## src/rtl/serial_paralelo.sv

```systemverilog
// Serial-to-parallel receiver: comma (8'hBC) alignment, four-comma lock, byte recovery.
// Optional loss-of-sync exit from ACTIVE is built when SP_LOS_DETECT_EN is defined.
module serial_paralelo (
    input  logic       clk8f,
    input  logic       reset,
    input  logic       serial_in,
    output logic [8:0] paralelo_out,
    output logic       word_strobe,
    output logic       active
);

    localparam logic [7:0] COM = 8'hBC;

    typedef enum logic [1:0] {
        HUNT   = 2'd0,
        COUNT  = 2'd1,
        ACTIVE = 2'd2
    } state_t;

    state_t      state_q, state_d;
    logic [7:0]  sr_q, sr_d;
    logic [2:0]  bit_cnt_q, bit_cnt_d;
    logic [2:0]  bc_cnt_q, bc_cnt_d;
    logic [8:0]  paralelo_out_q, paralelo_out_d;
    logic        word_strobe_q, word_strobe_d;
    logic        active_q, active_d;

    logic [7:0]  nb;
    logic        boundary;
    logic        is_com;
    logic        sr_msb_unused;

`ifdef SP_LOS_DETECT_EN
    logic [4:0]  los_cnt_q, los_cnt_d;
`endif

    // The oldest bit has already left the candidate byte by the time it reaches sr[7].
    assign sr_msb_unused = sr_q[7];

    assign nb       = {sr_q[6:0], serial_in};
    assign boundary = (bit_cnt_q == 3'd7);
    assign is_com   = (nb == COM);

    always_comb begin
        sr_d           = nb;
        state_d        = state_q;
        bit_cnt_d      = bit_cnt_q + 3'd1;
        bc_cnt_d       = bc_cnt_q;
        paralelo_out_d = 9'h000;
        word_strobe_d  = 1'b0;
        active_d       = 1'b0;
`ifdef SP_LOS_DETECT_EN
        los_cnt_d      = 5'd0;
`endif

        case (state_q)
            HUNT: begin
                // A comma match here defines the byte boundary for everything that follows.
                bit_cnt_d = 3'd0;
                bc_cnt_d  = 3'd0;
                if (is_com) begin
                    state_d  = COUNT;
                    bc_cnt_d = 3'd1;
                end
            end

            COUNT: begin
                if (boundary) begin
                    if (is_com) begin
                        bc_cnt_d = bc_cnt_q + 3'd1;
                        if (bc_cnt_q == 3'd3) begin
                            state_d  = ACTIVE;
                            active_d = 1'b1;
                        end
                    end else begin
                        state_d  = HUNT;
                        bc_cnt_d = 3'd0;
                    end
                end
            end

            ACTIVE: begin
                active_d       = 1'b1;
                paralelo_out_d = paralelo_out_q;
`ifdef SP_LOS_DETECT_EN
                los_cnt_d      = los_cnt_q;
`endif
                if (boundary) begin
                    paralelo_out_d = {~is_com, nb};
                    word_strobe_d  = 1'b1;
`ifdef SP_LOS_DETECT_EN
                    // The 32nd non-comma byte is still delivered; lock drops on the next edge.
                    if (is_com) begin
                        los_cnt_d = 5'd0;
                    end else if (los_cnt_q == 5'd31) begin
                        los_cnt_d = 5'd0;
                        state_d   = HUNT;
                    end else begin
                        los_cnt_d = los_cnt_q + 5'd1;
                    end
`endif
                end
            end

            default: begin
                state_d   = HUNT;
                bit_cnt_d = 3'd0;
                bc_cnt_d  = 3'd0;
            end
        endcase
    end

    always_ff @(posedge clk8f) begin
        if (reset) begin
            state_q        <= HUNT;
            sr_q           <= 8'h00;
            bit_cnt_q      <= 3'd0;
            bc_cnt_q       <= 3'd0;
            paralelo_out_q <= 9'h000;
            word_strobe_q  <= 1'b0;
            active_q       <= 1'b0;
`ifdef SP_LOS_DETECT_EN
            los_cnt_q      <= 5'd0;
`endif
        end else begin
            state_q        <= state_d;
            sr_q           <= sr_d;
            bit_cnt_q      <= bit_cnt_d;
            bc_cnt_q       <= bc_cnt_d;
            paralelo_out_q <= paralelo_out_d;
            word_strobe_q  <= word_strobe_d;
            active_q       <= active_d;
`ifdef SP_LOS_DETECT_EN
            los_cnt_q      <= los_cnt_d;
`endif
        end
    end

    assign paralelo_out = paralelo_out_q;
    assign word_strobe  = word_strobe_q;
    assign active       = active_q;

endmodule

```

## config.mk

```make
export PLATFORM = sky130hd
export DESIGN_NAME = serial_paralelo
export DESIGN_NICKNAME = d
export VERILOG_FILES = /design/src/rtl/serial_paralelo.sv
export SDC_FILE = /design/constraint.sdc
export NUM_CORES = 1
export LEC_CHECK = 0
export CORE_MARGIN = 2
export CORE_UTILIZATION = 55
export CTS_CLUSTER_DIAMETER = 30
export DETAILED_ROUTE_END_ITERATION = 6
export PLACE_DENSITY = 0.76
export SLEW_MARGIN = 10
export SYNTH_ARGS = -nofsm -noshare
export SYNTH_HDL_FRONTEND = slang
export SYNTH_SLANG_ARGS = --single-unit
```

## constraint.sdc

```tcl
create_clock -name clk8f -period 4.3 [get_ports clk8f]
set_clock_uncertainty 0.15 [all_clocks]
set_input_delay 0.43 -clock clk8f [delete_from_list [all_inputs] [get_ports clk8f]]
set_output_delay 0.43 -clock clk8f [all_outputs]
set_load 0.02 [all_outputs]
```

After elaboration in Yosys (flattened, before gate mapping)
Cells that the tools add are included.
Storage, ports and cells
  bits of input ports: 3
  word-level logic and storage cells: 40
  output and inout port bits: 11
  bits in registers: 26
Cells by class
  $add $sub $neg: 2
  reduce and logical (&&, ||, !) cells: 6
  bitwise gates (word level): 3
  muxes and demuxes: 14
  eq/ne operators: 8
Operator list (number)
  one-hot mux 3 bit (3 select lines): 1
  == test 8 bit (second input constant): 1
  2-to-1 mux 2 bit: 4
  adder 3 x 1 -> 3 bit (second input constant): 2
  2-to-1 mux 3 bit: 2
  one-hot mux 2 bit (3 select lines): 1
  OR reduction 2 bit: 3
  2-to-1 mux 1 bit: 5
  != test 2 bit (second input constant): 2
  AND reduction 4 bit: 1
  == test 3 x 2 -> 1 bit (second input constant): 1
  == test 3 bit (second input constant): 1
  != test 3 bit (second input constant): 1
  NOT 1 bit: 3
  == test 2 x 1 -> 1 bit (second input constant): 1
  == test 2 bit (second input constant): 1
  logical NOT 2 bit: 1
  one-hot mux 1 bit (2 select lines): 1
  AND reduction 2 bit: 1

Depth between registers and ports, before layout
  word-level depth: 5
  gate-level depth with buffers: 6
  mapped depth without buffers: 6

Worst setup path after synthesis
Ideal clock, no wire load.
  path kind: register to register
  start point: register state_q[1]
  end point: register state_q[1]
  stages on the path, launching flop included: 7
  period minus slack after synthesis: 1573 ps
  setup slack: 2727 ps
  data required time: 4064 ps
  library setup time: 86 ps
  buffers on the path: 1
  arrival time: 1337 ps
  cells stage by stage: dfxtp_1 > inv_1 > ha_1 > clkbuf_1 > a21oi_1 > nand3_1 > a211oi_1
Between the ends
  longest elaborated chain between the ends: 3
  elaborated cells on any way between the ends: 9
  classes of those cells: 5 x eq/ne; 1 x mux; 1 x bitwise; 2 x reduce/logical
RTL lines
  start: declaration: line 20  | state_t state_q, state_d;
  start signal: assignment: line 126  | state_q <= state_d;
  == test 2 x 1 -> 1 bit (tied with other cells): line 56  | case (state_q)
  != test 3 bit (no source line) (tied with other cells)
  AND reduction 4 bit (no source line)
Several ways; a longest one is shown, not always the timed one.
A chain may end at the register's enable or synchronous reset.

Worst setup path in the final report
  start point: register bit_cnt_q[0]
  end point: register state_q[1]
Between the ends
  longest elaborated chain between the ends: 3
RTL lines
  start: declaration: line 22  | logic [2:0] bit_cnt_q, bit_cnt_d;
  start signal: assignment: line 128  | bit_cnt_q <= bit_cnt_d;
  == test 3 bit: line 41  | assign boundary = (bit_cnt_q == 3'd7);
  via boundary: line 29  | logic boundary;
  != test 2 bit (no source line)
  AND reduction 4 bit (no source line)
The timed path passes the listed nets, and every way through them passes these cells.

==> impl_metrics.yaml <==
drt:
  vias: 740
  wl_per_cell_um: 13.2
  via_per_inst: 5.32
  drt_pass1_iterations: 3
  route.detailed.drc: 0
  dr.first_iter.drc_count: 3
  ant_nets: 0
  routed_wl_um: 1840
worst_setup_path:
  r2r_slack_ns: 2.10
  arrival_ns: 2.28
  r2r-end: "state_q[1]"
  critical_path_buf_inv_count: 1
  start_kind: "register"
  critPathMaxFanout: 12
  crit_chain: "ha_1, ha_1, inv_1, a21oi_1, nand3_1, a211oi_1"
  worstRegToRegCells: 6
  reg2reg_from: "bit_cnt_q[0]"
  critPathMaxStageDelay_ns: 0.51
  timing.critical_path.mode_cell: "ha_1"
  cp.depth: 6
  critical_path_class: "register to register"
  crit_family: "adder cells"
  worstPathRequired_ns: 4.37
  critical-path-slowest-cell: "ha_1"
  endpoint_kind: "register"
yosys:
  synthFlopType: "dfxtp_1"
  syn_avg_cell_area_sq_um: 10.1
  synthTopCellsByCount: "dfxtp_1 (26), nor2_1 (14), mux2i_1 (8), nor2b_1 (8)"
  synth.top_cell.area_share_pct: 51.0
  ys_types: 26
  ys_seq_area_share_pct: 51.0
  synth_top_area_cell: "dfxtp_1"
  yosys-top-cells-area: "dfxtp_1 (51%), ha_1 (8.6%), mux2i_1 (7.8%)"
  ys_warn_count: 0
  synth_area_sq_um: 1020
  synth_edf_count: 0
  syn_inst: 101
  ys_async_sr_fraction_pct: 0
  syn_nets: 111
  synth_most_common_cell: "dfxtp_1"
  ys_ff_latch: 26
placed_design:
  hpwlAfterDp_um: 1360
  gp_congestion: 0.819
  dp_cells: 135
  io_buffers: 13
  placed_area_sq_um: 1170
sta:
  setup_tns_ns: 0
  tightest_slew_ns: 0.573
  fin_crit_sh_pct: 51.3
  rsz0062_at_grt: "false"
  period_needed_ns: 2.20
  relSlewSlack_pct: 61.8
  slew_violations: 0
  finalHoldViolations: 0
  setup_viol: 0
  fmax_ghz: 0.454
global_route:
  grt_max_degree: 15
  overflow: 0
  grt_pass1_wl_um: 2920
  grt_pass1_vias: 678
  antenna_found_initial: 0
  grt_use_total_pct: 19.3
clock_network:
  hold_buffers: 0
  root_buffer: "clkbuf_4"
  cts_max_path_buffers: 2
  cts_tree: "built"
  clock_latency_ns: 0.31
  cts.sinks: 26
  path_clk_slew_ns: 0.13
  postCtsSetupBuffers: 0
  cts_buffers: 3
  cts_resized: 0
  cts_max_level: 1
cells_and_area:
  syn2layout_area_growth_pct: 17.8
  final_layout_size_suffix_gt1_share_pct: 5.26
  design_area_sq_um: 1200
  final_cells: 139
  antenna_cells: 0
  nets: 125
power_and_ir_drop:
  leakage_nw: 0.416
  power_density_nw_per_um2: 306
  ir_drop_v: 0.000242
floorplan:
  die_w_um: 47.1
  io_pins: 14
  coreArea_sq_um: 1750
  initial_utilization_pct: 58.5
  die_h_um: 47.1
  dieArea_sq_um: 2220
  row_count: 15
status:
  outcome: "finished, final reports clean"
min_path:
  hold_depth: 1
  hp-class: "register to register"
  holdPathEnd: "bit_cnt_q[0]"
  hold_start: "bit_cnt_q[0]"
job:
  maxCapViolCount: 0
==> metrics by stage <==
step / utilization, % / worst slack [ns] / power (mW) / hold WS (ns)
2_1_floorplan: - / 2.73 / 0.251 / 0.249
3_3_place_gp: 66.8 / 2.27 / 0.255 / 0.254
3_5_place_dp: 66.8 / 2.15 / 0.255 / 0.284
4_1_cts: 68.9 / 2.09 / 0.371 / 0.303
5_1_grt: 68.9 / 1.97 / 0.381 / 0.304
6_report: 68.9 / 2.10 / 0.367 / 0.290
==> metal layers <==
metal  global-route usage, %  share of wire (%)
met1                    23.3                 45
met2                    31.8                 49
met3                    8.08                4.9
met4                    5.00                1.2
met5                       0                  0
==> placed cells by master, fill, tap and decap left out, types with 2 or more instances in the layout <==
cell	instances
clkbuf_4	3
dfxtp_1	26
nand2b_1	2
ha_1	7
clkdlybuf4s50_1	13
nor2b_1	8
mux2i_1	8
a211oi_1	2
a21oi_1	4
nor2_1	14
inv_1	7
nand2_1	5
==> registers in the layout (all words and copies together), names as in the netlist <==
register      count
active            1
bc_cnt_q          3
bit_cnt_q         3
paralelo_out      9
sr_q              7
state_q           2
word_strobe       1
==> worst max-delay path by stage <==
stage	startpoint	end
floorplan	state_q[1]	state_q[1]
global placement	reset	paralelo_out[8]
detailed placement	bit_cnt_q[0]	state_q[1]
CTS	bit_cnt_q[0]	state_q[1]
global route	bit_cnt_q[0]	state_q[1]
finish	bit_cnt_q[0]	state_q[1]
==> report_power, final <==
group / switching, mW / internal [mW] / total [mW]
Clock: 0.0661 / 0.0517 / 0.118
Combinational: 0.00286 / 0.00287 / 0.00573
Sequential: 0.00154 / 0.242 / 0.244
==> final cells by class <==
cell class                 instances  area (sq um)
clock buffer                       4          36.3
fill                             157           543
inverter                           7          26.3
multi-input combinational         64           458
sequential                        26           520
tap                               25          31.3
timing repair buffer              13           130
==> logic make-up after synthesis <==
logic type | Yosys count | synth area share [%]
flops | 26 | 51.0
mux | 8 | 7.84
simple gates | 37 | 20.3
fa+ha+maj | 7 | 8.58
compound gates | 12 | 8.09
buf+inv | 11 | 4.17
Power figures use the tool's default switching activity.
